`src/rtl/sramlike_axi_bridge.sv`:
```
// Bridges the inst and data sram-like ports onto one AXI3 master; one transaction in flight, data has priority.
// Optional macro WRITE_RESP_WAIT_EN: write data_ok waits for the B response instead of the AW/W completion.
module sramlike_axi_bridge #(
   parameter logic [3:0] AXI_ID_I = 4'd0,
   parameter logic [3:0] AXI_ID_D = 4'd1
) (
   input  logic        clk,
   input  logic        resetn,
   input  logic        inst_req,
   input  logic        inst_wr,
   input  logic [1:0]  inst_size,
   input  logic [31:0] inst_addr,
   input  logic [31:0] inst_wdata,
   output logic        inst_addr_ok,
   output logic        inst_data_ok,
   output logic [31:0] inst_rdata,
   input  logic        data_req,
   input  logic        data_wr,
   input  logic [1:0]  data_size,
   input  logic [31:0] data_addr,
   input  logic [31:0] data_wdata,
   output logic        data_addr_ok,
   output logic        data_data_ok,
   output logic [31:0] data_rdata,
   output logic [3:0]  arid,
   output logic [31:0] araddr,
   output logic [7:0]  arlen,
   output logic [2:0]  arsize,
   output logic [1:0]  arburst,
   output logic [1:0]  arlock,
   output logic [3:0]  arcache,
   output logic [2:0]  arprot,
   output logic        arvalid,
   input  logic        arready,
   input  logic [3:0]  rid,
   input  logic [31:0] rdata,
   input  logic [1:0]  rresp,
   input  logic        rlast,
   input  logic        rvalid,
   output logic        rready,
   output logic [3:0]  awid,
   output logic [31:0] awaddr,
   output logic [7:0]  awlen,
   output logic [2:0]  awsize,
   output logic [1:0]  awburst,
   output logic [1:0]  awlock,
   output logic [3:0]  awcache,
   output logic [2:0]  awprot,
   output logic        awvalid,
   input  logic        awready,
   output logic [3:0]  wid,
   output logic [31:0] wdata,
   output logic [3:0]  wstrb,
   output logic        wlast,
   output logic        wvalid,
   input  logic        wready,
   input  logic [3:0]  bid,
   input  logic [1:0]  bresp,
   input  logic        bvalid,
   output logic        bready
);

`ifdef WRITE_RESP_WAIT_EN
   localparam logic WR_OK_ON_B = 1'b1;
`else
   localparam logic WR_OK_ON_B = 1'b0;
`endif

   typedef enum logic [2:0] {ST_IDLE, ST_AR, ST_R, ST_AW_W, ST_B} state_t;

   state_t      r_state;
   state_t      w_state_n;
   logic        r_sel;
   logic [1:0]  r_size;
   logic [31:0] r_addr;
   logic [31:0] r_wdata;
   logic        r_aw_done;
   logic        r_w_done;

   logic        w_grant;
   logic        w_grant_d;
   logic        w_grant_wr;
   logic        w_aw_fire;
   logic        w_w_fire;
   logic        w_rd_done;
   logic        w_wr_done;
   logic        w_done;
   logic [3:0]  w_id;
   logic        w_unused_ok;

   function automatic logic [3:0] f_wstrb(input logic [1:0] size, input logic [1:0] a);
      logic [3:0] s;
      case (size)
         2'd0:    s = 4'b0001 << a;
         2'd1:    s = a[1] ? 4'b1100 : 4'b0011;
         default: s = 4'b1111;
      endcase
      return s;
   endfunction

   // Every handshake output is gated by resetn so a reset abandons the transaction immediately.
   always_comb begin
      w_state_n    = r_state;
      w_grant      = 1'b0;
      w_grant_d    = 1'b0;
      w_grant_wr   = 1'b0;
      inst_addr_ok = 1'b0;
      data_addr_ok = 1'b0;
      arvalid      = 1'b0;
      rready       = 1'b0;
      awvalid      = 1'b0;
      wvalid       = 1'b0;
      bready       = 1'b0;
      w_aw_fire    = 1'b0;
      w_w_fire     = 1'b0;
      w_rd_done    = 1'b0;
      w_wr_done    = 1'b0;
      if (resetn) begin
         case (r_state)
            ST_IDLE: begin
               if (data_req) begin
                  data_addr_ok = 1'b1;
                  w_grant      = 1'b1;
                  w_grant_d    = 1'b1;
                  w_grant_wr   = data_wr;
               end else if (inst_req) begin
                  inst_addr_ok = 1'b1;
                  w_grant      = 1'b1;
                  w_grant_wr   = inst_wr;
               end
               if (w_grant) begin
                  w_state_n = w_grant_wr ? ST_AW_W : ST_AR;
               end
            end
            ST_AR: begin
               arvalid = 1'b1;
               if (arready) begin
                  w_state_n = ST_R;
               end
            end
            ST_R: begin
               rready = 1'b1;
               if (rvalid && rlast) begin
                  w_rd_done = 1'b1;
                  w_state_n = ST_IDLE;
               end
            end
            ST_AW_W: begin
               awvalid   = !r_aw_done;
               wvalid    = !r_w_done;
               w_aw_fire = !r_aw_done && awready;
               w_w_fire  = !r_w_done && wready;
               if ((r_aw_done || w_aw_fire) && (r_w_done || w_w_fire)) begin
                  w_wr_done = !WR_OK_ON_B;
                  w_state_n = ST_B;
               end
            end
            ST_B: begin
               bready = 1'b1;
               if (bvalid) begin
                  w_wr_done = WR_OK_ON_B;
                  w_state_n = ST_IDLE;
               end
            end
            default: w_state_n = ST_IDLE;
         endcase
      end
   end

   always_ff @(posedge clk) begin
      if (!resetn) begin
         r_state   <= ST_IDLE;
         r_sel     <= 1'b0;
         r_aw_done <= 1'b0;
         r_w_done  <= 1'b0;
      end else begin
         r_state <= w_state_n;
         if (w_grant) begin
            r_sel     <= w_grant_d;
            r_aw_done <= 1'b0;
            r_w_done  <= 1'b0;
         end else begin
            if (w_aw_fire) r_aw_done <= 1'b1;
            if (w_w_fire)  r_w_done  <= 1'b1;
         end
      end
   end

   // Request payload is captured only on a grant, so it stays stable while any valid is raised.
   always_ff @(posedge clk) begin
      if (w_grant) begin
         r_size  <= w_grant_d ? data_size  : inst_size;
         r_addr  <= w_grant_d ? data_addr  : inst_addr;
         r_wdata <= w_grant_d ? data_wdata : inst_wdata;
      end
   end

   assign w_id         = r_sel ? AXI_ID_D : AXI_ID_I;
   assign w_done       = w_rd_done | w_wr_done;
   assign inst_data_ok = w_done & ~r_sel;
   assign data_data_ok = w_done & r_sel;
   assign inst_rdata   = rdata;
   assign data_rdata   = rdata;

   assign arid    = w_id;
   assign araddr  = r_addr;
   assign arlen   = 8'd0;
   assign arsize  = {1'b0, r_size};
   assign arburst = 2'b01;
   assign arlock  = 2'b00;
   assign arcache = 4'd0;
   assign arprot  = 3'd0;

   assign awid    = w_id;
   assign awaddr  = r_addr;
   assign awlen   = 8'd0;
   assign awsize  = {1'b0, r_size};
   assign awburst = 2'b01;
   assign awlock  = 2'b00;
   assign awcache = 4'd0;
   assign awprot  = 3'd0;

   assign wid   = w_id;
   assign wdata = r_wdata;
   assign wstrb = f_wstrb(r_size, r_addr[1:0]);
   assign wlast = 1'b1;

   assign w_unused_ok = ^{rid, rresp, bid, bresp};

endmodule
```
`config.mk`:
```
export PLATFORM = sky130hd
export DESIGN_NAME = sramlike_axi_bridge
export DESIGN_NICKNAME = d
export VERILOG_FILES = /design/src/rtl/sramlike_axi_bridge.sv
export SDC_FILE = /design/constraint.sdc
export NUM_CORES = 1
export LEC_CHECK = 0
export CAP_MARGIN = 5
export CELL_PAD_IN_SITES_DETAIL_PLACEMENT = 1
export CELL_PAD_IN_SITES_GLOBAL_PLACEMENT = 1
export CORE_AREA = 2 2 164 166
export DETAILED_ROUTE_END_ITERATION = 16
export DIE_AREA = 0 0 166 168
export PLACE_DENSITY = 0.78
export SLEW_MARGIN = 25
export SYNTH_ARGS = -nofsm -noshare
export SYNTH_HDL_FRONTEND = slang
export SYNTH_SLANG_ARGS = --single-unit
```
`constraint.sdc`:
```
create_clock -name clk -period 8.6 [get_ports clk]
set_clock_uncertainty 0.15 [all_clocks]
set_input_delay 1.29 -clock clk [delete_from_list [all_inputs] [get_ports clk]]
set_output_delay 1.29 -clock clk [all_outputs]
set_load 0.01 [all_outputs]
```
; After elaboration in Yosys (flattened, before gate mapping)
; Cells that the tools add are included.
[classes]
eq_ne = 10
bitwise_logic = 5
n_reduce_logical = 12
shift = 1
n_mux = 49
[op_table]
columns = op, n
row1 = 32-bit 2-to-1 mux, 2
row2 = 1-bit 2-to-1 mux, 37
row3 = 3-bit 2-to-1 mux, 5
row4 = 3-bit one-hot mux with 5 select lines, 1
row5 = 2-bit inequality test (second input constant), 4
row6 = 4-bit one-hot mux with 2 select lines, 1
row7 = 3-bit by 2-bit == test with 1-bit output (second input constant), 2
row8 = 5-bit AND reduction, 1
row9 = 1-bit logical AND, 4
row10 = 2-bit 2-to-1 mux, 2
row11 = 4-bit 2-to-1 mux, 1
row12 = 1-bit by 2-bit << shifter with 4-bit output (first input constant), 1
row13 = 3-bit by 1-bit == test with 1-bit output (second input constant), 1
row14 = 3-bit == test (second input constant), 1
row15 = 3-bit logical NOT, 1
row16 = 1-bit bitwise AND, 2
row17 = 2-bit by 1-bit == test with 1-bit output (second input constant), 1
row18 = 1-bit logical NOT, 2
row19 = 2-bit logical NOT, 1
row20 = 1-bit logical OR, 2
row21 = 2-bit by 1-bit inequality test with 1-bit output (second input constant), 1
row22 = 1-bit inverter, 2
row23 = 2-bit OR reduction, 1
row24 = 1-bit bitwise OR, 1
[totals]
output_inout_bits = 230
reg_bits = 72
wordCells = 84

; Logic depth before layout (Yosys ltp)
; Gate-level depths: netlist of run 1.
[depth]
word_depth = 9
mapped_depth = 5
ltp_nobuf = 4

; Least setup slack after synthesis of run 1
; OpenSTA, ideal clock, no wires.
[synth_path]
kind = input to register
start = input resetn
end = register r_addr[0], in the netlist araddr[0] (enable)
setup_time_ns = 0.492
path_buffers = 0
arrival_ns = 4.300
path_slack_ns = 3.659
path_stages = 3
cell_sequence = and2b_1 nand2_1 nor2_1
[synth_between]
elab_chain_cells = 1
[synth_lines]
columns = element, line
row1 = start: declaration, 8  ; input logic resetn,
row2 = 1-bit 2-to-1 mux, 118  ; if (resetn) begin
row3 = via w_grant, 80  ; logic w_grant;
row4 = end signal: assignment, 193  ; r_addr <= w_grant_d ? data_addr : inst_addr;
row5 = end: declaration, 75  ; logic [31:0] r_addr;
; The timed path passes the listed nets, and every way through them passes these cells.
; A chain may end at the register's enable or synchronous reset.

; Worst setup path after layout of run 1
[layout_path]
start = input resetn
end = output data_addr_ok
[layout_between]
elab_chain_cells = 1
[layout_lines]
columns = element, line
row1 = 1-bit 2-to-1 mux, 118
row2 = end: declaration, 22  ; output logic data_addr_ok,
; No other way between the ends.

==> run_results.csv, run 1 <==
group,metric,value,unit
status,status,"completed",
yosys,synth_top_area_share,0.4495,
yosys,synth.area.top_cells,"edfxtp_1, buf_4, mux2_2",
cts,postCtsSetupBuffers,0,
yosys,yosys-mux-area-fraction,0.1862,
critical_path,r2r_start,"r_state[0]",
power_and_ir_drop,leakage,2.508,nW
cts,cts_tree,"done",
place,dp_hpwl,10.54,mm
worst_hold_path,whs_path_depth,2,
route,vias,2957,
yosys,synth_cells,352,
yosys,ys_warn_count,0,
cts,cts_sinks,72,
critical_path,crit_fanout,29,
grt,grt.overflow.total,0,
sta,final-hold-violation-count,0,
critical_path,cp-start-kind,"input pin",
sta,finalSetupViolations,0,
sta,clock.fmax,210.0,MHz
place,portBuffers,259,
yosys,synthSimpleGateAreaFrac,0.04086,
sta,holdWs,0.3735,ns
die,fp-row-count,60,
place,gp_congestion,0.7378,
sta,rsz0062_at_grt,"no",
yosys,ys_seq_area_frac,0.4767,
die,start_util,0.1673,
route,viasPerCell,3.442,
sta,worstMarginPinSlew,0.8623,ns
power_and_ir_drop,power_density,178.9,nW/µm²
die,die_area,27890,µm²
critical_path,worst_path_max_delay_cell,"clkdlybuf4s50_1",
sta,drv_slew,0,
yosys,synthDistinctLibCells,33,
worst_hold_path,min_path_type,"register to register",
critical_path,reg2reg_to,"araddr[11]",
power_and_ir_drop,totalPowerFinal,0.001215,W
cts,cts_root_buffer,"clkbuf_16",
critical_path,ff2ff_path_depth,4,
cts,worstSkewPairLatency,0.33,ns
grt,gr-usage-all-layers,0.09451,
grt,grt_antenna_before_repair,0,
sta,post-route-min-period,4.763,ns
yosys,synth_compound_area_frac,0.02185,
cells_and_area,drive_gt1_frac,0.1641,
grt,grt_pass1_wl,19.58,mm
route,post-route-drc-count,0,
yosys,synth-seq-cells,72,
cells_and_area,nNetsFinal,701,
yosys,synth_largest_area_cell,"edfxtp_1",
critical_path,cp_cell_sequence,"clkdlybuf4s50_1, and2b_1, nand3_4, inv_1, clkdlybuf4s50_1",
die,die_w,166,µm
die,die_h,168,µm
yosys,postSynthAreaPerCell,12.53,µm²
critical_path,cpMostUsedCell,"clkdlybuf4s50_1",
route,routed_wl,13.52,mm
cts,cts_hold_buffers,0,
cts,htree_levels,3,
grt,grt_max_degree,44,
sta,maxSlewHeadroom,0.4238,
cts,clk_pin_slew,0.07,ns
job,max_cap_violations,0,
grt,grt_pass1_vias,3232,
yosys,yosys.area_share.adder,0,
route,wl_per_cell,15.74,µm
cts,cts_buffer_depth,2,
sta,tns,0,ns
cts,cts_repair_resize_count,0,
place,place_inst,843,
critical_path,end_kind,"output pin",
cells_and_area,area_delta_synth_final,54.03,%
yosys,synth_xor_area_frac,0,
critical_path,critPathKind,"input pin to output pin",
power_and_ir_drop,ir_drop,86.93,µV
yosys,synth_area,4409,µm²
cells_and_area,antenna_cells,0,
worst_hold_path,min_to,"r_w_done",
cells_and_area,seqCellArea,2102,µm²
die,ioPinCount,418,
critical_path,reg2reg_slack,5.78,ns
cts,cts-buffers-inserted,9,
critical_path,critPathArrivalTime,3.32,ns
route,drt_iter0_drc,84,
cells_and_area,fillerInstances,2939,
sta,fin_crit_sh,0.5538,
cells_and_area,fin_cells,859,
critical_path,critical-path-max-stage-delay,0.61,ns
die,core_area,26350,µm²
route,drtAntennaViolNets,0,
yosys,synth_top_family_by_area,"buffers and inverters",
worst_hold_path,worstHoldStart,"r_w_done",
critical_path,crit_required,7.16,ns
cells_and_area,multi_input_area,1300,µm²
route,dr.pass1.iters,4,
-- power by group --
part / switching, W / internal (W) / total [W]
registers: 0.0000207 / 0.000431 / 0.000452
clock network: 0.000165 / 0.000286 / 0.000451
logic: 0.000125 / 0.000187 / 0.000312
-- cell usage after synthesis --
master	n
o31a_1	1
conb_1	2
and3_1	2
nor2b_1	1
buf_6	3
buf_4	151
a21o_1	2
nor3b_1	2
dfxtp_1	6
a21boi_0	1
and2_1	3
nand2_1	5
or3_1	1
o21bai_1	2
nand3_1	1
o22ai_1	1
nand4_1	1
nor4_1	1
o21ai_0	2
and2b_1	1
edfxtp_1	66
a21oi_1	5
nor2_1	10
mux2i_1	1
mux2_2	48
nor3_1	1
buf_2	4
inv_1	3
nand3_2	1
nand2b_1	4
mux2_4	18
clkbuf_1	1
o32ai_1	1
-- metrics by stage --
stage | util | cell area (µm²) | worst slack, ns
after CTS | 0.2577 | 6792 | 3.767
after global routing | 0.2577 | 6792 | 3.651
after detailed placement | 0.2447 | 6447 | 3.773
final | 0.2577 | 6792 | 3.837
after global placement | 0.2447 | 6447 | 3.757
after floorplan | - | 4589 | 3.659
-- placed cells by master, fill, tap and decap left out, types with 2 or more instances in the layout --
master / instances
clkdlybuf4s50_1: 259
inv_6: 2
inv_1: 3
and3_1: 2
bufinv_16: 3
edfxtp_1: 66
dfxtp_1: 6
nand2_1: 5
o21bai_1: 2
mux2_2: 48
nor2_1: 9
and2_1: 3
a21oi_1: 5
nor3b_1: 2
nand2b_1: 4
buf_4: 2
clkbuf_16: 9
conb_1: 50
a21o_1: 2
o21ai_0: 2
mux2_4: 18
-- final cells by class --
cell class / count / share of cell area
timing repair buffer: 261 / 0.3839
sequential: 72 / 0.3095
multi-input combinational: 166 / 0.1914
tap: 341 / 0.06282
clock buffer: 10 / 0.03371
clock inverter: 6 / 0.01695
inverter: 3 / 0.001658
-- worst max-delay path: cells and delay by family --
family	cells	cell delay, ns
buf+inv	3	1.32
simple gates	2	0.70
-- per-layer routing --
metal | share of wire | vias to the layer above | track usage | wire, µm
li1 | - | 1342 | - | -
met1 | 0.37 | 1399 | 0.1009 | 4958
met2 | 0.52 | 181 | 0.1636 | 7008
met3 | 0.089 | 35 | 0.04302 | 1209
met4 | 0.026 | 0 | 0.03629 | 346
met5 | 0 | - | 0 | 0
-- flip-flops by register name, indices dropped and copies added (netlist names) --
register   count
r_aw_done      1
r_state        3
r_size         2
wdata         32
r_sel          1
araddr        32
r_w_done       1
-- worst max path at each step --
stage / end / slack, ns / start
final: data_addr_ok / 3.84 / resetn
after global routing: data_addr_ok / 3.65 / resetn
after CTS: data_addr_ok / 3.77 / resetn
after detailed placement: data_addr_ok / 3.77 / resetn
after global placement: data_addr_ok / 3.76 / resetn
after floorplan: araddr[0] / 3.66 / resetn
-- logic make-up after synthesis --
kind of cell	count (synthesis)
buf+inv	162
flops	72
mux	67
simple gates	34
compound gates	15
other cells	2
Power figures use the tool's default switching activity.
==> run 2, diff against run 1 <==
- CORE_AREA: 2 2 164 166 -> 2 2 160 162
- DIE_AREA: 0 0 166 168 -> 0 0 162 164
- PLACE_DENSITY: 0.78 -> 0.84
- clock period: 8.6 -> 3.8 ns (I/O delays scaled with it)
==> run_results.csv, run 2 (same netlist as run 1, synthesis figures left out) <==
group,metric,value,unit
critical_path,crit_fanout,9,
route,vias,2925,
power_and_ir_drop,leakage,2.519,nW
power_and_ir_drop,ir_drop,201.9,µV
grt,gr-usage-all-layers,0.09596,
critical_path,critPathArrivalTime,2.39,ns
cts,cts_repair_resize_count,0,
cts,cts-buffers-inserted,9,
power_and_ir_drop,p_clk_frac,0.373,
cts,cts_hold_buffers,0,
route,viasPerCell,3.445,
die,start_util,0.1777,
cells_and_area,area_delta_synth_final,54.17,%
sta,clock.fmax,321.2,MHz
power_and_ir_drop,p_int,0.002050,W
cells_and_area,seqCellArea,2102,µm²
place,gp_congestion,0.7384,
job,max_cap_violations,0,
place,place_area,6454,µm²
power_and_ir_drop,p_seq_frac,0.370,
critical_path,cp-start-kind,"input pin",
cts,htree_levels,3,
sta,maxSlewHeadroom,0.5513,
die,die_area,26570,µm²
status,status,"completed",
worst_hold_path,min_path_type,"register to register",
route,post-route-drc-count,0,
cts,clk_pin_slew,0.06,ns
die,fp-row-count,58,
grt,grt.overflow.total,0,
cells_and_area,drive_gt1_frac,0.1657,
power_and_ir_drop,p_sw,0.0007183,W
route,routed_wl,13.71,mm
sta,final-hold-violation-count,0,
grt,grt_antenna_before_repair,0,
grt,grt_pass1_wl,18.50,mm
power_and_ir_drop,swShare,0.2595,
sta,rsz0062_at_grt,"no",
cts,cts_sinks,72,
sta,post-route-min-period,3.113,ns
cts,worstSkewPairLatency,0.34,ns
critical_path,end_kind,"output pin",
sta,worstMarginPinSlew,0.6730,ns
route,dr.pass1.iters,4,
cells_and_area,multi_input_area,1300,µm²
cells_and_area,nNetsFinal,702,
place,dp_hpwl,10.93,mm
sta,tns,0,ns
cts,cts_buffer_depth,2,
route,drt_iter0_drc,123,
grt,grt_max_degree,68,
die,ioPinCount,418,
sta,finalSetupViolations,0,
cts,cts_root_buffer,"clkbuf_16",
cells_and_area,antenna_cells,0,
sta,fin_crit_sh,0.8192,
critical_path,critPathKind,"input pin to output pin",
route,drtAntennaViolNets,0,
power_and_ir_drop,power.share.combinational,0.257,
cts,cts_tree,"done",
cts,postCtsSetupBuffers,0,
cells_and_area,fin_area,6798,µm²
route,wl_per_cell,16.14,µm
cells_and_area,layout_commonest_cell,"clkdlybuf4s50_1",
power_and_ir_drop,power_density,407.2,nW/µm²
die,die_w,162,µm
critical_path,crit_required,3.08,ns
cells_and_area,fillerInstances,2779,
die,die_h,164,µm
sta,drv_slew,0,
place,portBuffers,259,
grt,grt_pass1_vias,3061,
cells_and_area,final_cell_mix,"clkdlybuf4s50_1, edfxtp_1, conb_1",
die,core_area,24820,µm²
-- run 2: cell count changes in the layout (fill, tap and decap cells not counted) --
cell      previous run  this run
inv_6                2         1
clkinv_4             0         1
buf_12               0         1
-- run 2: path summary, 6_finish.rpt --
kind	cells after the start	start	endpoint	slack [ns]
worst max-delay path	5	resetn	inst_addr_ok	0.69
worst min-delay path	2	r_aw_done	r_aw_done	0.36
worst max register to register	4	r_state[0]	araddr[13]	1.65
worst min register to register	2	r_aw_done	r_aw_done	0.36
-- run 2: power groups by stage --
stage          Sequential (W)  Clock, W  Combinational (W)
2_1_floorplan         0.00107         0           0.000405
3_3_place_gp          0.00104         0           0.000709
3_5_place_dp          0.00104         0           0.000721
4_1_cts               0.00103   0.00107           0.000724
5_1_grt               0.00103   0.00110           0.000759
6_report              0.00102   0.00103           0.000711
-- run 2: final cells by class --
cell class                 instances  area share
clock inverter                     6     0.01693
inverter                           3    0.001657
clock buffer                      10     0.03368
multi-input combinational        166      0.1912
sequential                        72      0.3092
timing repair buffer             262      0.3865
tap                              330     0.06074
-- run 2: critical path, stage by stage --
cell	delay, ns
clkdlybuf4s50_1	0.63
and2b_1	0.25
nand2_1	0.12
nor3b_1	0.23
clkdlybuf4s50_1	0.59
-- run 2: per-layer routing --
metal  vias up  wire length, µm  GRT usage
met2       168             7245     0.1714
met4         0              418    0.04787
met5         -                0          0
met1      1393             4972    0.09975
met3        25             1071    0.03434
li1       1339                -          -
-- run 2: metrics by stage --
step,hold slack [ns],total power [W],setup WS [ns],instances,utilization
after floorplan,0.3095,0.001470,0.6772,400,-
after global placement,0.3371,0.001749,0.6911,833,0.2600
after detailed placement,0.3607,0.001765,0.6987,833,0.2600
after CTS,0.3734,0.002819,0.6799,849,0.2739
after global routing,0.4193,0.002891,0.5618,849,0.2739
final,0.3638,0.002768,0.6869,849,0.2739
